<file path="src/rtl/fxp_mul_scheduler.sv">
`default_nettype none
// ============================================================================
// Module   : fxp_mul_scheduler
// Purpose  : Round-robin scheduler that shares one pipelined fixed-point
//            multiplier (external PU) among N_REQ requesters. One operation
//            is issued per cycle. Requester IDs travel alongside the PU
//            latency so each product is routed back to its owner as a
//            one-hot strobe.
// Ports    : clk        - clock, rising edge
//            rst        - asynchronous, active-low reset
//            req_valid  - per-requester request valid        [N_REQ]
//            req_ready  - per-requester grant (one-hot/zero) [N_REQ]
//            req_a/b    - packed operands, slice i = requester i
//            pu_a/pu_b  - registered operands to the PU
//            pu_valid   - registered issue strobe to the PU
//            pu_result  - PU product, MUL_LAT cycles after pu_valid
//            rsp_valid  - one-hot response strobe (no backpressure)
//            rsp_data   - product for the strobed requester
//            busy       - an operation is issued or in flight
// Options  : FXP_SCHED_PRIO_EN - requester 0 gets strict priority; the rest
//            share round-robin over 1..N_REQ-1.
// Revision : 1.0 - initial release
// ============================================================================
module fxp_mul_scheduler #(
  parameter int N_REQ   = 4,
  parameter int n_int   = 4,
  parameter int n_mant  = 12,
  parameter int MUL_LAT = 2
) (
  input  logic                                  clk,
  input  logic                                  rst,
  input  logic [N_REQ-1:0]                      req_valid,
  output logic [N_REQ-1:0]                      req_ready,
  input  logic [N_REQ*(1+n_int+n_mant)-1:0]     req_a,
  input  logic [N_REQ*(1+n_int+n_mant)-1:0]     req_b,
  output logic [n_int+n_mant:0]                 pu_a,
  output logic [n_int+n_mant:0]                 pu_b,
  output logic                                  pu_valid,
  input  logic [n_int+n_mant:0]                 pu_result,
  output logic [N_REQ-1:0]                      rsp_valid,
  output logic [n_int+n_mant:0]                 rsp_data,
  output logic                                  busy
);

  localparam int W    = 1 + n_int + n_mant;
  localparam int ID_W = (N_REQ > 1) ? $clog2(N_REQ) : 1;
  localparam logic [N_REQ-1:0] c_ONE = {{(N_REQ-1){1'b0}}, 1'b1};

  logic [ID_W-1:0]    r_ptr;
  logic               w_any;
  logic [ID_W-1:0]    w_gnt;
  logic               w_xfer;

  logic               r_puValid;
  logic [W-1:0]       r_puA;
  logic [W-1:0]       r_puB;
  logic [ID_W-1:0]    r_issueId;

  logic [MUL_LAT-1:0] r_tagValid;
  logic [ID_W-1:0]    r_tagId [MUL_LAT];

  // --------------------------------------------------------------------------
  // Arbitration: scan from r_ptr upward with wrap, first requester wins.
  // --------------------------------------------------------------------------
  always_comb begin
    int idx;
    int base;
    idx   = 0;
    base  = 0;
    w_any = 1'b0;
    w_gnt = '0;
`ifdef FXP_SCHED_PRIO_EN
    if (req_valid[0]) begin
      w_any = 1'b1;
    end else begin
      // Pointer only ever names 1..N_REQ-1 here; the reset value 0 behaves as 1.
      base = (r_ptr == '0) ? 1 : int'(r_ptr);
      for (int k = 0; k < N_REQ - 1; k++) begin
        idx = base + k;
        if (idx >= N_REQ) idx = idx - (N_REQ - 1);
        if (!w_any && req_valid[idx]) begin
          w_any = 1'b1;
          w_gnt = ID_W'(idx);
        end
      end
    end
`else
    base = int'(r_ptr);
    for (int k = 0; k < N_REQ; k++) begin
      idx = base + k;
      if (idx >= N_REQ) idx = idx - N_REQ;
      if (!w_any && req_valid[idx]) begin
        w_any = 1'b1;
        w_gnt = ID_W'(idx);
      end
    end
`endif
  end

  // Grants are suppressed while reset is asserted so nothing transfers.
  assign w_xfer    = rst && w_any;
  assign req_ready = w_xfer ? (c_ONE << w_gnt) : '0;

  // --------------------------------------------------------------------------
  // Pointer and issue stage
  // --------------------------------------------------------------------------
  always_ff @(posedge clk or negedge rst) begin
    if (!rst) begin
      r_ptr     <= '0;
      r_puValid <= 1'b0;
      r_puA     <= '0;
      r_puB     <= '0;
      r_issueId <= '0;
    end else begin
      r_puValid <= w_xfer;
      if (w_xfer) begin
        r_puA     <= req_a[int'(w_gnt)*W +: W];
        r_puB     <= req_b[int'(w_gnt)*W +: W];
        r_issueId <= w_gnt;
`ifdef FXP_SCHED_PRIO_EN
        // A priority grant to requester 0 leaves the rotation untouched.
        if (w_gnt != '0) begin
          r_ptr <= (int'(w_gnt) == N_REQ - 1) ? ID_W'(1) : w_gnt + ID_W'(1);
        end
`else
        r_ptr <= (int'(w_gnt) == N_REQ - 1) ? '0 : w_gnt + ID_W'(1);
`endif
      end
    end
  end

  // --------------------------------------------------------------------------
  // Tag pipeline: {valid, id} follows each op so the last stage lines up with
  // pu_result. Never stalls.
  // --------------------------------------------------------------------------
  always_ff @(posedge clk or negedge rst) begin
    if (!rst) begin
      r_tagValid <= '0;
      for (int s = 0; s < MUL_LAT; s++) begin
        r_tagId[s] <= '0;
      end
    end else begin
      r_tagValid[0] <= r_puValid;
      r_tagId[0]    <= r_issueId;
      for (int s = 1; s < MUL_LAT; s++) begin
        r_tagValid[s] <= r_tagValid[s-1];
        r_tagId[s]    <= r_tagId[s-1];
      end
    end
  end

  assign pu_valid  = r_puValid;
  assign pu_a      = r_puA;
  assign pu_b      = r_puB;
  assign rsp_valid = r_tagValid[MUL_LAT-1] ? (c_ONE << r_tagId[MUL_LAT-1]) : '0;
  assign rsp_data  = pu_result;
  assign busy      = r_puValid | (|r_tagValid);

endmodule
`default_nettype wire

</file>
<file path="config.mk">
export PLATFORM = sky130hd
export DESIGN_NAME = fxp_mul_scheduler
export DESIGN_NICKNAME = d
export VERILOG_FILES = /design/src/rtl/fxp_mul_scheduler.sv
export SDC_FILE = /design/constraint.sdc
export NUM_CORES = 1
export LEC_CHECK = 0
export ABC_CLOCK_PERIOD_IN_PS = 1900
export CAP_MARGIN = 20
export CORE_ASPECT_RATIO = 0.5
export CORE_UTILIZATION = 32
export DETAILED_ROUTE_END_ITERATION = 8
export GPL_TIMING_DRIVEN = 0
export MAX_ROUTING_LAYER = met4
export PLACE_DENSITY = 0.78
export SETUP_SLACK_MARGIN = 0.4
export SLEW_MARGIN = 15
export SYNTH_ARGS = -nofsm -noshare
export SYNTH_HDL_FRONTEND = slang
export SYNTH_SLANG_ARGS = --single-unit
</file>
<file path="constraint.sdc">
create_clock -name clk -period 1.9 [get_ports clk]
set_input_delay 0.38 -clock clk [delete_from_list [all_inputs] [get_ports clk]]
set_output_delay 0.38 -clock clk [all_outputs]
set_load 0.01 [all_outputs]
</file>
==> reports/metrics.csv <==
metric;value;unit
Flop pwr share;28.2;%
Power Dens Cells;742.7;mW/mm^2
final worst slack;-211.7;ps
Worst-Skew Late Latency;290;ps
multi-input logic area;0.001887;sq mm
Clk pin slew, worst setup/hold paths;70;ps
CP Capture Type;output pin;
area grow syn2layout;104.3;%
Die Area;0.01006;sq mm
synthesized area;0.003084;sq mm
H-tree Lvls;2;
Tot GR Track Use;25.41;%
Mapped Cells;320;
Via density;5.185;
Reg-to-Reg End;pu_a[14];
GPL Wtd Cong;0.8267;
R2R cell count;9;
Root Driver;clkbuf_16;
Placed Area;0.005349;sq mm
RSZ-0062 raised after global routing;yes;
Post-Route WL;12480;um
CP Buf/Inv Count;4;
I/O pin count;220;
Worst EP arrival;1730;ps
FF-to-FF setup slack;-120;ps
Sequential Area;0.001126;sq mm
CP required;1520;ps
Combinational Power Share;52.9;%
Synth Flop Type;dfrtp_1;
CTS tree;yes;
Post-Syn Nets;479;
Fmax achieved;0.4736;GHz
worst r2r src;r_ptr[0];
Setup Skew;8.167;ps
Core ar.;0.009039;sq mm
antenna violations before repair;0;
failing checks;negative setup slack;
n_diodes;0;
die height;71.42;um
# nets final;736;
NetSw;1.625;mW
vias in the first global route;3805;
Horiz. Die Dim;140.8;um
top-count cell post-synth;dfrtp_1;
CP Capture Point;req_ready[2];
Pint;3.055;mW
CP max stage cell;dfrtp_1;
Peak VDD IR;0.5412;mV
Cell Rows;24;
Finished Cell Area;0.006302;sq mm
DP Worst Slack;-1241;ps
largest fanout on the critical path;4;
GRT overflow;0;
DRC;0;
violation count after the first detailed-route iteration;166;
Inserted Clock Buffers;5;
Setup CP Type;reg2out;
status;finished with violations;
mean post-synth cell area;9.638;sq um
startpoint types;register;
Hold Vio Cnt, Final;0;
Warnings, synthesis;0;
vias after detailed routing;3671;
fraction of layout cells with a size suffix above 1;28.72;%
Synth cell types;33;
Max Cap Viol;0;
most used cell, CP;buf_8;
max incr delay on CP;410;ps
setup tns final;-2593;ps
cell type with the largest total area after synthesis;dfrtp_1;
top cells by count, synth;dfrtp_1, nor2_1, o21ai_0;
ys async rst share;100.0;%
initial core utilization;34.12;%
Clock power frac;18.9;%
DR pass1 iterations;4;
Hold WC Path Type;in2async;
Sw Share;34.73;%
Fillers;694;
crit path time final;2112;ps
worst-margin pin slew;734.1;ps
maximum clock path buffer count;2;
pin count of the biggest net entering global routing;30;
synthesized flop and latch total;45;
drt wl/cell;17.63;um
CTS Sinks;45;
Post-synth EDFFs;0;
Levels on crit path;8;
Synth top area share;36.51;%
post-route ant nets;0;
relative slew slack;50.90;%
Lkg Pwr;2.604;nW
Slew Limit Fails;0;
Final Setup Violations;34;
dpl hpwl;8420;um
critical path cell sequence;nand2b_4 > a21oi_4 > a221oi_4 > buf_4 > buf_8 > buf_8 > nor2_4 > buf_6;
Area contributors post-synth;dfrtp_1, mux2i_1, a221oi_2;
cell family with the largest share of critical-path delay;buffers and inverters;
port bufs;201;
Seq/Total Area, Yosys;36.51;%
final period utilization;111.1;%
crit path from;r_ptr[0];
first-pass GRT wire length;19220;um
[kinds of logic after synthesis]
kind of cell / synth area share (%)
compound gates: 30.99
simple gates: 10.14
buf+inv: 11.32
flops: 36.51
mux: 11.03
[what timing repair did]
item / in CTS / in global routing
buffers inserted: 31 / 11
endpoints found under the setup margin: 83 / 46
endpoints found under the hold margin: 16 / 0
hold buffers: 1 / 0
gates resized for setup: 152 / 31
gates cloned: 4 / 1
pin swaps: 35 / 22
[cell usage in the layout, fill, tap and decap left out, types with 10 or more instances in the layout]
| master | n |
|---|---|
| clkdlybuf4s50_1 | 153 |
| a221oi_2 | 22 |
| buf_6 | 21 |
| o21ai_0 | 35 |
| buf_12 | 10 |
| o22ai_1 | 34 |
| dlygate4sd2_1 | 35 |
| nor2_1 | 38 |
| dfrtp_1 | 45 |
| buf_4 | 46 |
| mux2i_1 | 26 |
[worst min-delay path by stage]
stage | slack, ps | from | to | cells after the start
2_1_floorplan | 80 | rst | pu_a[0] | 0
3_3_place_gp | 330 | r_tagId[2] | r_tagId[0] | 0
3_5_place_dp | 340 | r_tagId[3] | r_tagId[1] | 0
4_1_cts | 70 | rst | pu_b[10] | 2
5_1_grt | 70 | rst | pu_b[10] | 2
6_report | 60 | rst | pu_b[10] | 2
[registers in the layout (all words and copies together) (netlist names)]
register    flops
pu_a           17
pu_b           17
pu_valid        1
r_issueId       2
r_ptr           2
r_tagId         4
r_tagValid      2
[power by group through the flow]
stage               clock network (mW)  logic, mW  registers, mW
global placement                     0       1.92           1.33
finish                           0.884       2.48           1.32
global route                     0.940       2.63           1.35
floorplan                            0      0.887           1.40
CTS                              0.889       2.28           1.31
detailed placement                   0       1.94           1.34
[per-layer routing]
layer	GRT usage [%]	up-vias	share of wire [%]
met4	5.918	0	1.9
met2	46.60	114	53
met3	3.610	20	3.9
met1	29.78	1822	41
li1	-	1715	-
met5	-	-	0
[per-stage QoR]
| step | instances | utilization (%) | total power [mW] | hold WS [ps] |
|---|---|---|---|---|
| finish | 708 | 69.73 | 4.681 | 63.78 |
| global route | 708 | 69.73 | 4.913 | 73.19 |
| CTS | 696 | 66.68 | 4.481 | 69.93 |
| detailed placement | 652 | 59.18 | 3.284 | 336.3 |
| global placement | 651 | 59.01 | 3.249 | 334.7 |
| floorplan | 320 | - | 2.289 | 84.41 |
[worst register-to-register path: cells and delay by family (launching register included)]
kind | cells | cell delay (ps)
compound gates | 3 | 590
simple gates | 2 | 290
buf+inv | 4 | 580
flops | 1 | 410
[area by class of cell]
class | instances | share of cell area [%]
repair buffers | 250 | 39.83
multi-input cells | 220 | 29.94
flip-flops and latches | 45 | 17.87
plain buffers | 43 | 6.730
well taps | 130 | 2.581
clock buffers | 5 | 1.985
inverters | 12 | 0.7147
clock inverters | 3 | 0.3574
(Power assumes the default switching activity.)
